<file path="config.mk">
export PLATFORM = sky130hd
export DESIGN_NAME = fp_mul_sched
export DESIGN_NICKNAME = d
export VERILOG_FILES = /design/src/rtl/fp_pkg.sv /design/src/rtl/fp_mul_core.sv /design/src/rtl/fp_mul_sched.sv
export SDC_FILE = /design/constraint.sdc
export NUM_CORES = 2
export LEC_CHECK = 0
export BUFFER_PORTS_ARGS = -buffer_cell sky130_fd_sc_hd__buf_2
export CORE_UTILIZATION = 55
export CTS_BUF_LIST = sky130_fd_sc_hd__clkbuf_8
export CTS_CLUSTER_SIZE = 30
export DETAILED_ROUTE_END_ITERATION = 8
export MAX_ROUTING_LAYER = met4
export PLACE_DENSITY = 0.76
export SETUP_SLACK_MARGIN = 0.5
export SLEW_MARGIN = 20
export SYNTH_ARGS = -nofsm -noshare
export SYNTH_HDL_FRONTEND = slang
export SYNTH_SLANG_ARGS = --single-unit
</file>
<file path="constraint.sdc">
create_clock -name clk -period 13.6 [get_ports clk]
set_clock_uncertainty 0.2 [all_clocks]
set_input_delay 0 -clock clk [delete_from_list [all_inputs] [get_ports clk]]
set_output_delay 0 -clock clk [all_outputs]
set_load 0.005 [all_outputs]
</file>
<file path="src/rtl/fp_pkg.sv">
// Single-precision field layout shared by the scheduler and its multiplier core.
package fp_pkg;

  localparam int unsigned EXP_BIAS = 127;
  localparam int unsigned EXP_W    = 8;
  localparam int unsigned MAN_W    = 23;

  typedef struct packed {
    logic             sign;
    logic [EXP_W-1:0] exp;
    logic [MAN_W-1:0] man;
  } fp32_t;

endpackage

</file>
<file path="src/rtl/fp_mul_core.sv">
// Combinational single-precision multiply: truncating, one-step normalisation,
// zero operands force +0, no denormal/Inf/NaN/range handling.
module fp_mul_core
  import fp_pkg::*;
(
  input  fp32_t a_i,
  input  fp32_t b_i,
  output fp32_t p_o
);

  localparam int unsigned PW = 2 * (MAN_W + 1);

  logic          a_zero;
  logic          b_zero;
  logic [PW-1:0] man_prod;
  logic [EXP_W:0] exp_sum;

  assign a_zero   = (a_i.exp == '0) && (a_i.man == '0);
  assign b_zero   = (b_i.exp == '0) && (b_i.man == '0);
  assign man_prod = PW'({1'b1, a_i.man}) * PW'({1'b1, b_i.man});
  // Nine bits wide so the bias subtraction wraps predictably before truncation.
  assign exp_sum  = {1'b0, a_i.exp} + {1'b0, b_i.exp} - (EXP_W + 1)'(EXP_BIAS);

  always_comb begin
    p_o = '0;
    if (!(a_zero || b_zero)) begin
      p_o.sign = a_i.sign ^ b_i.sign;
      if (man_prod[PW-1]) begin
        p_o.exp = exp_sum[EXP_W-1:0] + EXP_W'(1);
        p_o.man = man_prod[PW-2 -: MAN_W];
      end else begin
        p_o.exp = exp_sum[EXP_W-1:0];
        p_o.man = man_prod[PW-3 -: MAN_W];
      end
    end
  end

endmodule

</file>
<file path="src/rtl/fp_mul_sched.sv">
// Round-robin scheduler sharing one fp32 multiplier among N_REQ requesters;
// two-stage pipeline (operand register, product register) with response backpressure.
module fp_mul_sched
  import fp_pkg::*;
#(
  parameter int unsigned N_REQ = 4,
  parameter int unsigned ID_W  = $clog2(N_REQ)
) (
  input  logic                clk,
  input  logic                rst,
  input  logic [N_REQ-1:0]    req_valid,
  input  logic [32*N_REQ-1:0] req_a,
  input  logic [32*N_REQ-1:0] req_b,
  output logic [N_REQ-1:0]    req_ready,
  output logic                rsp_valid,
  output logic [ID_W-1:0]     rsp_id,
  output logic [31:0]         rsp_result,
  input  logic                rsp_ready,
  output logic [31:0]         op_count
);

  logic [ID_W-1:0]  last_grant_q, last_grant_d;
  logic             s1_valid_q, s1_valid_d;
  fp32_t            s1_a_q, s1_a_d;
  fp32_t            s1_b_q, s1_b_d;
  logic [ID_W-1:0]  s1_id_q, s1_id_d;
  logic             s2_valid_q, s2_valid_d;
  logic [31:0]      s2_result_q, s2_result_d;
  logic [ID_W-1:0]  s2_id_q, s2_id_d;
  logic [31:0]      op_count_q, op_count_d;

  logic             s2_adv;
  logic             s1_ready;
  logic             grant_found;
  logic [ID_W-1:0]  grant_id;
  logic [ID_W-1:0]  scan_idx;
  logic [N_REQ-1:0] grant_oh;
  logic             accept;
  fp32_t            a_sel;
  fp32_t            b_sel;
  fp32_t            s1_prod;
  logic             rsp_fire;

  assign s2_adv   = !s2_valid_q || rsp_ready;
  assign s1_ready = !s1_valid_q || s2_adv;
  assign rsp_fire = s2_valid_q && rsp_ready;

  // Scan starts one past the last granted requester.
  always_comb begin
    grant_found = 1'b0;
    grant_id    = '0;
    scan_idx    = '0;
    for (int unsigned k = 1; k <= N_REQ; k++) begin
      scan_idx = ID_W'((32'(last_grant_q) + k) % N_REQ);
      if (!grant_found && req_valid[scan_idx]) begin
        grant_found = 1'b1;
        grant_id    = scan_idx;
      end
    end
  end

  always_comb begin
    grant_oh = '0;
    a_sel    = '0;
    b_sel    = '0;
    for (int i = 0; i < int'(N_REQ); i++) begin
      grant_oh[i] = grant_found && (grant_id == ID_W'(i));
      if (grant_oh[i]) begin
        a_sel = req_a[32*i +: 32];
        b_sel = req_b[32*i +: 32];
      end
    end
  end

  assign accept    = s1_ready && grant_found;
  assign req_ready = s1_ready ? grant_oh : '0;

  fp_mul_core u_core (
    .a_i (s1_a_q),
    .b_i (s1_b_q),
    .p_o (s1_prod)
  );

  always_comb begin
    last_grant_d = last_grant_q;
    s1_valid_d   = s1_valid_q;
    s1_a_d       = s1_a_q;
    s1_b_d       = s1_b_q;
    s1_id_d      = s1_id_q;
    s2_valid_d   = s2_valid_q;
    s2_result_d  = s2_result_q;
    s2_id_d      = s2_id_q;
    op_count_d   = op_count_q + (rsp_fire ? 32'd1 : 32'd0);

    if (accept) begin
      last_grant_d = grant_id;
      s1_valid_d   = 1'b1;
      s1_a_d       = a_sel;
      s1_b_d       = b_sel;
      s1_id_d      = grant_id;
    end else if (s2_adv) begin
      s1_valid_d = 1'b0;
    end

    if (s2_adv) begin
      s2_valid_d = s1_valid_q;
      if (s1_valid_q) begin
        s2_result_d = s1_prod;
        s2_id_d     = s1_id_q;
      end
    end
  end

  always_ff @(posedge clk) begin
    if (rst) begin
      last_grant_q <= ID_W'(N_REQ - 1);
      s1_valid_q   <= 1'b0;
      s1_a_q       <= '0;
      s1_b_q       <= '0;
      s1_id_q      <= '0;
      s2_valid_q   <= 1'b0;
      s2_result_q  <= '0;
      s2_id_q      <= '0;
      op_count_q   <= '0;
    end else begin
      last_grant_q <= last_grant_d;
      s1_valid_q   <= s1_valid_d;
      s1_a_q       <= s1_a_d;
      s1_b_q       <= s1_b_d;
      s1_id_q      <= s1_id_d;
      s2_valid_q   <= s2_valid_d;
      s2_result_q  <= s2_result_d;
      s2_id_q      <= s2_id_d;
      op_count_q   <= op_count_d;
    end
  end

  assign rsp_valid  = s2_valid_q;
  assign rsp_id     = s2_id_q;
  assign rsp_result = s2_result_q;
  assign op_count   = op_count_q;

endmodule

</file>
Word-level counts from Yosys, hierarchy flattened:

Cells that the tools add are included.

* equality and inequality tests: 3
* reductions and logical operators: 26
* magnitude comparators: 4
* muxes and demuxes: 30
* add/sub/neg operators: 8
* multiply operators: 1
* bitwise gates (word level): 1

Operators by type and width (number)
* $mux W32: 9
* $mul A24 B24 Y48: 1
* $logic_not A23 Y1: 2
* $add A32 B1 Y32: 1
* $mux W31: 1
* $logic_not A8 Y1: 2
* $lt A2 B3 Y1 const B: 4
* $logic_and A1 B1 Y1: 11
* $mux W1: 11
* $add A8 B1 Y8 const B: 1
* $add A8 B8 Y8: 1
* $bmux W1 S2: 4
* $mux W2: 4
* $sub A8 B7 Y8 const B: 1
* $logic_not A1 Y1: 5
* $add A2 B1 Y2 const B: 2
* $add A2 B2 Y2 const B: 2
* $eq A2 B2 Y1 const B: 2
* $mux W4: 1
* $logic_or A1 B1 Y1: 3
* $eq A2 B1 Y1 const B: 1
* $logic_not A2 Y1: 1
* $reduce_and A2 Y1: 1
* $reduce_bool A2 Y1: 1
* $xor A1 B1 Y1: 1

* output and inout bits: 71
* flip-flop bits (word level): 136
* input bits: 263

Logic depth before layout (Yosys ltp):

* depth after elaboration: 19
* gate-level depth with buffers: 30
* mapped depth without buffers: 25

Cells and area by module:

Synthesis repeated with hierarchy kept, for this count alone.

* cell total of the unflattened synthesis: 3268
* area total of the unflattened synthesis: 27370.0 um^2

By module, submodules not included
* fp_mul_core: cells an instance 2288, seq. area each 0.0 um^2, area an instance 19591.3 um^2, instances 1
* fp_mul_sched: cells an instance 980, seq. area each 2722.6 um^2, area an instance 7778.7 um^2, instances 1

Worst setup path after synthesis:

OpenSTA, ideal clock, no wires.

* kind: reg-to-reg
* start: register s1_b_q[3] (netlist name)
* end: register s2_result_q[29], in the netlist rsp_result[29]
* data required time: 13.278 ns
* stages on the path, launching flop included: 29
* library setup time: 0.122 ns
* clock period less this slack: 7.387 ns
* slack: 6.213 ns
* arrival time: 7.065 ns
* path through: dfxtp_1 clkbuf_1 clkbuf_1 nand2_1 fa_1 inv_1 fa_1 inv_1 fa_1 inv_1 fa_1 inv_1 fa_1 inv_1 fa_1 inv_1 fa_1 inv_1 ha_1 a21oi_1 o21ai_1 o2111ai_2 a21boi_1 or4_1 a21o_1 buf_6 xor2_4 o311a_1 a221o_1

* cells in the longest elaborated chain, start to end: 4
* elaborated cells on any way between the ends: 6
* classes of those cells: 1 x mul; 2 x mux; 3 x reduce/logical

Ends and longest elaborated chain
* start, declared: RTL line fp_mul_sched.sv:25 `fp32_t s1_b_q, s1_b_d;`
* start signal, assigned: RTL line fp_mul_sched.sv:119 `s1_b_q <= '0;`
* start signal, assigned: RTL line fp_mul_sched.sv:129 `s1_b_q <= s1_b_d;`
* branches (longest 3 deep; another with $mul A24 B24 Y48)
* $mux W32 (*): RTL line fp_mul_core.sv:26 `if (!(a_zero || b_zero)) begin`
* end signal, assigned: RTL line fp_mul_sched.sv:132 `s2_result_q <= s2_result_d;`
* end, declared: RTL line fp_mul_sched.sv:28 `logic [31:0] s2_result_q, s2_result_d;`

Mark *: on every way between the ends.
A chain may end at the register's enable or synchronous reset.

Final worst setup path:

* start: register s1_b_q[8] (netlist name)
* end: register s2_result_q[25], in the netlist rsp_result[25]

Same word-level chain as after synthesis.

==> impl_table.tex <==
\begin{tabular}{lr}
\hline
Metric & Value \\
\hline
\multicolumn{2}{l}{\textbf{Status}} \\
Result of the run & finished, final reports clean \\
\multicolumn{2}{l}{\textbf{Placed design}} \\
Final HPWL from detailed placement & 64470 um \\
Placer's final routability congestion estimate & 0.9778 \\
Setup slack after placement & 4.904 ns \\
Placed cell area & 0.02857 mm\^{}2 \\
Placed Instances & 3982 \\
Count of buffers from port buffering & 333 \\
\multicolumn{2}{l}{\textbf{Synthesis}} \\
Prevailing post-synth register cell & sky130\_fd\_sc\_hd\_\_dfxtp\_1 \\
Synthesized netlist net count & 4135 \\
Proportion of synthesized chip area in sequential cells & 10.23\% \\
Synth Cell Area & 0.02660 mm\^{}2 \\
Mean cell area of the mapped netlist & 8.300 um\^{}2 \\
Distinct cells, synth & 64 \\
Post-synth ARST share & 0\% \\
Number of enable flip-flop cells after synthesis & 0 \\
Gate Count Post-Synth & 3205 \\
Count of warnings emitted by yosys & 0 \\
Post-synthesis register bit count & 136 \\
\multicolumn{2}{l}{\textbf{Clock tree}} \\
Deepest clock path buffer count & 2 \\
Clock-pin slew on the worst setup and hold paths & 0.11 ns \\
Number of CTS-inserted buffers & 17 \\
Clock Tree Root & sky130\_fd\_sc\_hd\_\_clkbuf\_8 \\
Clock latency on the worst-skew pair & 0.52 ns \\
TritonCTS Sinks & 136 \\
Postcts setup bufs & 0 \\
\# H-tree levels & 4 \\
TritonCTS clock tree & built \\
\multicolumn{2}{l}{\textbf{Timing}} \\
Total negative slack for setup checks & 0 ns \\
Period utilisation layout & 64.53\% \\
Worst relative slew slack & 22.98\% \\
Achievable clock frequency & 0.1139 GHz \\
Worst-Margin Slew & 1.154 ns \\
Post-layout worst setup margin & 4.823 ns \\
Final hold violation count & 0 \\
Count of pins over their slew limit & 0 \\
\# setup viols final & 0 \\
Post-route worst hold slack & 0.1212 ns \\
Final critical delay including setup and external delays & 8.777 ns \\
RSZ-0062 raised after global routing & no \\
\multicolumn{2}{l}{\textbf{Floorplan}} \\
Num ports & 334 \\
DIE HEIGHT & 221.9 um \\
CORE AREA & 0.04775 mm\^{}2 \\
Starting density of the core & 55.72\% \\
Horiz. Die Dim & 221.9 um \\
Std cell rows & 80 \\
Die outline area & 0.04925 mm\^{}2 \\
\multicolumn{2}{l}{\textbf{Setup path}} \\
Critical Path RT & 13.81 ns \\
Most frequent cell on the critical path & sky130\_fd\_sc\_hd\_\_fa\_1 \\
Critical-path maximum fanout & 23 \\
Arr. time, crit path & 8.98 ns \\
Critical path launch point type & flop \\
Slowest stage cell on the critical path & sky130\_fd\_sc\_hd\_\_xnor2\_2 \\
Largest incremental delay on the critical path & 0.84 ns \\
Type of the setup path with the least slack & reg2reg \\
Capturing element type of the critical path & flop \\
\multicolumn{2}{l}{\textbf{Drt}} \\
Vias after detailed routing & 23990 \\
DRC violation total after the first TritonRoute iteration & 1897 \\
Post-detailed-route wirelength per cell & 19.70 um \\
Number of nets with antenna violations after routing & 0 \\
Final Routed Wirelength & 81760 um \\
Via density per instance & 5.780 \\
Number of remaining DRC errors & 0 \\
Number of detailed-route iterations in the first pass & 7 \\
\multicolumn{2}{l}{\textbf{Global routing}} \\
Via count of the first global-routing pass & 24900 \\
Overflow after GRT & 0 \\
Total routing resource utilization after global routing & 35.56\% \\
Initial antenna violation count & 4 \\
Largest net degree at the start of global routing & 90 \\
Wire length of the first global-routing pass & 132000 um \\
\multicolumn{2}{l}{\textbf{Pwr}} \\
Switching share of total power & 58.30\% \\
Sequential power share & 9.6\% \\
Internal portion of total power & 2.532 mW \\
Peak supply drop & 0.0003895 V \\
Power share of the combinational group & 84.7\% \\
Power Density & 200.4 mW/mm\^{}2 \\
Leak Pwr & 15.11 nW \\
Total net switching power & 3.540 mW \\
Clock power frac & 5.7\% \\
\multicolumn{2}{l}{\textbf{Final layout}} \\
Final non-filler cell area & 0.03030 mm\^{}2 \\
Area growth from synthesis to layout & 13.90\% \\
Total of fill cells in the finished design & 4033 \\
Post-layout instance count excluding filler cells & 4150 \\
Fraction of layout cells with a size suffix above 1 & 12.09\% \\
Final layout net count & 4448 \\
\multicolumn{2}{l}{\textbf{Worst hold path}} \\
HP Class & in2reg \\
\multicolumn{2}{l}{\textbf{Job}} \\
Max-cap check violation count & 0 \\
\hline
\end{tabular}
-- area by class of cell --
type	instances	area, um^2	share of cell area, %
Multi-Input combinational cell	2246	20810	68.69
Timing Repair Buffer	506	3298	10.88
Sequential cell	136	2726	8.998
Inverter	611	2293	7.569
Tap cell	615	769.5	2.540
Clock buffer	17	234.0	0.7722
Clock inverter	15	156.4	0.5162
Antenna cell	4	10.01	0.03303
-- critical path: cells and delay by family (launching register included) --
| family | cells | cell delay [ns] |
|---|---|---|
| AOI/OAI and AO/OA | 6 | 1.24 |
| xor gates and xnor gates | 1 | 0.84 |
| adders and majority gates | 8 | 3.79 |
| buffers and inverters | 7 | 0.83 |
| DFF | 1 | 0.76 |
| and+or+nand+nor | 3 | 0.96 |
-- kinds of logic (layout without fill, tap and decap cells) --
kind of cell / after synthesis / after routing / share of synthesized area [%]
AO/OA/AOI/OAI: 416 / 416 / 10.75
other: 0 / 4 / 0
buffers and inverters: 823 / 1149 / 11.76
flip-flops: 136 / 136 / 10.23
multiplexers: 7 / 7 / 0.2634
AND/OR/NAND/NOR: 1099 / 1099 / 20.01
XOR/XNOR: 57 / 57 / 2.004
adder cells (fa/ha/maj): 667 / 667 / 44.97
-- flip-flops by register name, indices dropped and copies added, names as in the netlist --
signal,count
last_grant_q,2
op_count,32
rsp_id,2
rsp_result,32
rsp_valid,1
s1_a_q,32
s1_b_q,32
s1_id_q,2
s1_valid_q,1
-- stage by stage --
step | util, % | total power [mW]
detailed placement | 59.85 | 5.534
floorplan | - | 4.187
finish | 63.46 | 6.072
global route | 63.46 | 6.671
CTS | 63.43 | 6.017
global placement | 59.85 | 5.490
-- cell usage in the layout, fill, tap and decap left out, types with 13 or more instances in the layout --
| master | instances |
|---|---|
| sky130_fd_sc_hd__nor3_1 | 23 |
| sky130_fd_sc_hd__xor2_1 | 24 |
| sky130_fd_sc_hd__buf_2 | 332 |
| sky130_fd_sc_hd__xnor2_1 | 30 |
| sky130_fd_sc_hd__a311oi_1 | 65 |
| sky130_fd_sc_hd__nand3_1 | 109 |
| sky130_fd_sc_hd__o21bai_1 | 13 |
| sky130_fd_sc_hd__clkbuf_8 | 17 |
| sky130_fd_sc_hd__dfxtp_1 | 133 |
| sky130_fd_sc_hd__nor4_1 | 19 |
| sky130_fd_sc_hd__and3_1 | 77 |
| sky130_fd_sc_hd__dlygate4sd3_1 | 132 |
| sky130_fd_sc_hd__a31oi_1 | 14 |
| sky130_fd_sc_hd__o211ai_1 | 18 |
| sky130_fd_sc_hd__buf_4 | 42 |
| sky130_fd_sc_hd__a21oi_1 | 120 |
| sky130_fd_sc_hd__fa_1 | 482 |
| sky130_fd_sc_hd__and2_1 | 241 |
| sky130_fd_sc_hd__nand2_1 | 407 |
| sky130_fd_sc_hd__nor2_1 | 159 |
| sky130_fd_sc_hd__a21o_1 | 27 |
| sky130_fd_sc_hd__a211oi_1 | 68 |
| sky130_fd_sc_hd__ha_1 | 185 |
| sky130_fd_sc_hd__o21ai_0 | 27 |
| sky130_fd_sc_hd__inv_1 | 608 |
| sky130_fd_sc_hd__nand4_1 | 22 |
-- per-layer routing --
metal  vias up  global-route usage [%]  wire length, um
li1      10730                       -                -
met1     11840                   41.26            30710
met2      1117                   58.42            39140
met3       296                   4.877             5807
met4         0                   22.29             6094
met5         -                       -                0
-- synthesized netlist by cell type (20+ instances only) --
master	count	area (um^2)
sky130_fd_sc_hd__inv_1	608	2282
sky130_fd_sc_hd__fa_1	482	9649
sky130_fd_sc_hd__nand2_1	409	1535
sky130_fd_sc_hd__and2_1	241	1508
sky130_fd_sc_hd__clkbuf_1	193	724.4
sky130_fd_sc_hd__ha_1	185	2315
sky130_fd_sc_hd__nor2_1	159	596.8
sky130_fd_sc_hd__dfxtp_1	136	2723
sky130_fd_sc_hd__a21oi_1	121	605.6
sky130_fd_sc_hd__nand3_1	109	545.5
sky130_fd_sc_hd__and3_1	77	481.7
sky130_fd_sc_hd__a211oi_1	68	510.5
sky130_fd_sc_hd__a311oi_1	65	569.3
sky130_fd_sc_hd__xnor2_1	30	262.8
sky130_fd_sc_hd__a21o_1	27	202.7
sky130_fd_sc_hd__o21ai_0	27	135.1
sky130_fd_sc_hd__xor2_1	24	210.2
sky130_fd_sc_hd__nor3_1	23	115.1
sky130_fd_sc_hd__nand4_1	22	137.6
sky130_fd_sc_hd__nor4_1	20	125.1
-- repair_timing --
item | CTS | global route
resized for setup | 0 | 0
hold buffers | 132 | 0
hold endpoints to repair | 74 | 0
-- path summary, 6_finish.rpt --
| kind | slack (ns) | endpoint | startpoint | cells after the start |
|---|---|---|---|---|
| worst max-delay path | 4.82 | rsp_result[25] | s1_b_q[8] | 25 |
| worst min-delay path | 0.12 | rsp_valid | rsp_ready | 5 |
| worst max register to register | 4.82 | rsp_result[25] | s1_b_q[8] | 25 |
| worst min register to register | 0.25 | rsp_result[28] | rsp_result[28] | 2 |
-- power by group through the flow --
| stage | Combinational (mW) | Clock, mW | Sequential, mW |
|---|---|---|---|
| floorplan | 3.67 | 0 | 0.512 |
| global placement | 4.91 | 0 | 0.583 |
| detailed placement | 4.95 | 0 | 0.584 |
| CTS | 5.09 | 0.355 | 0.577 |
| global route | 5.72 | 0.363 | 0.589 |
| finish | 5.14 | 0.347 | 0.584 |
Power figures use the tool's default switching activity.
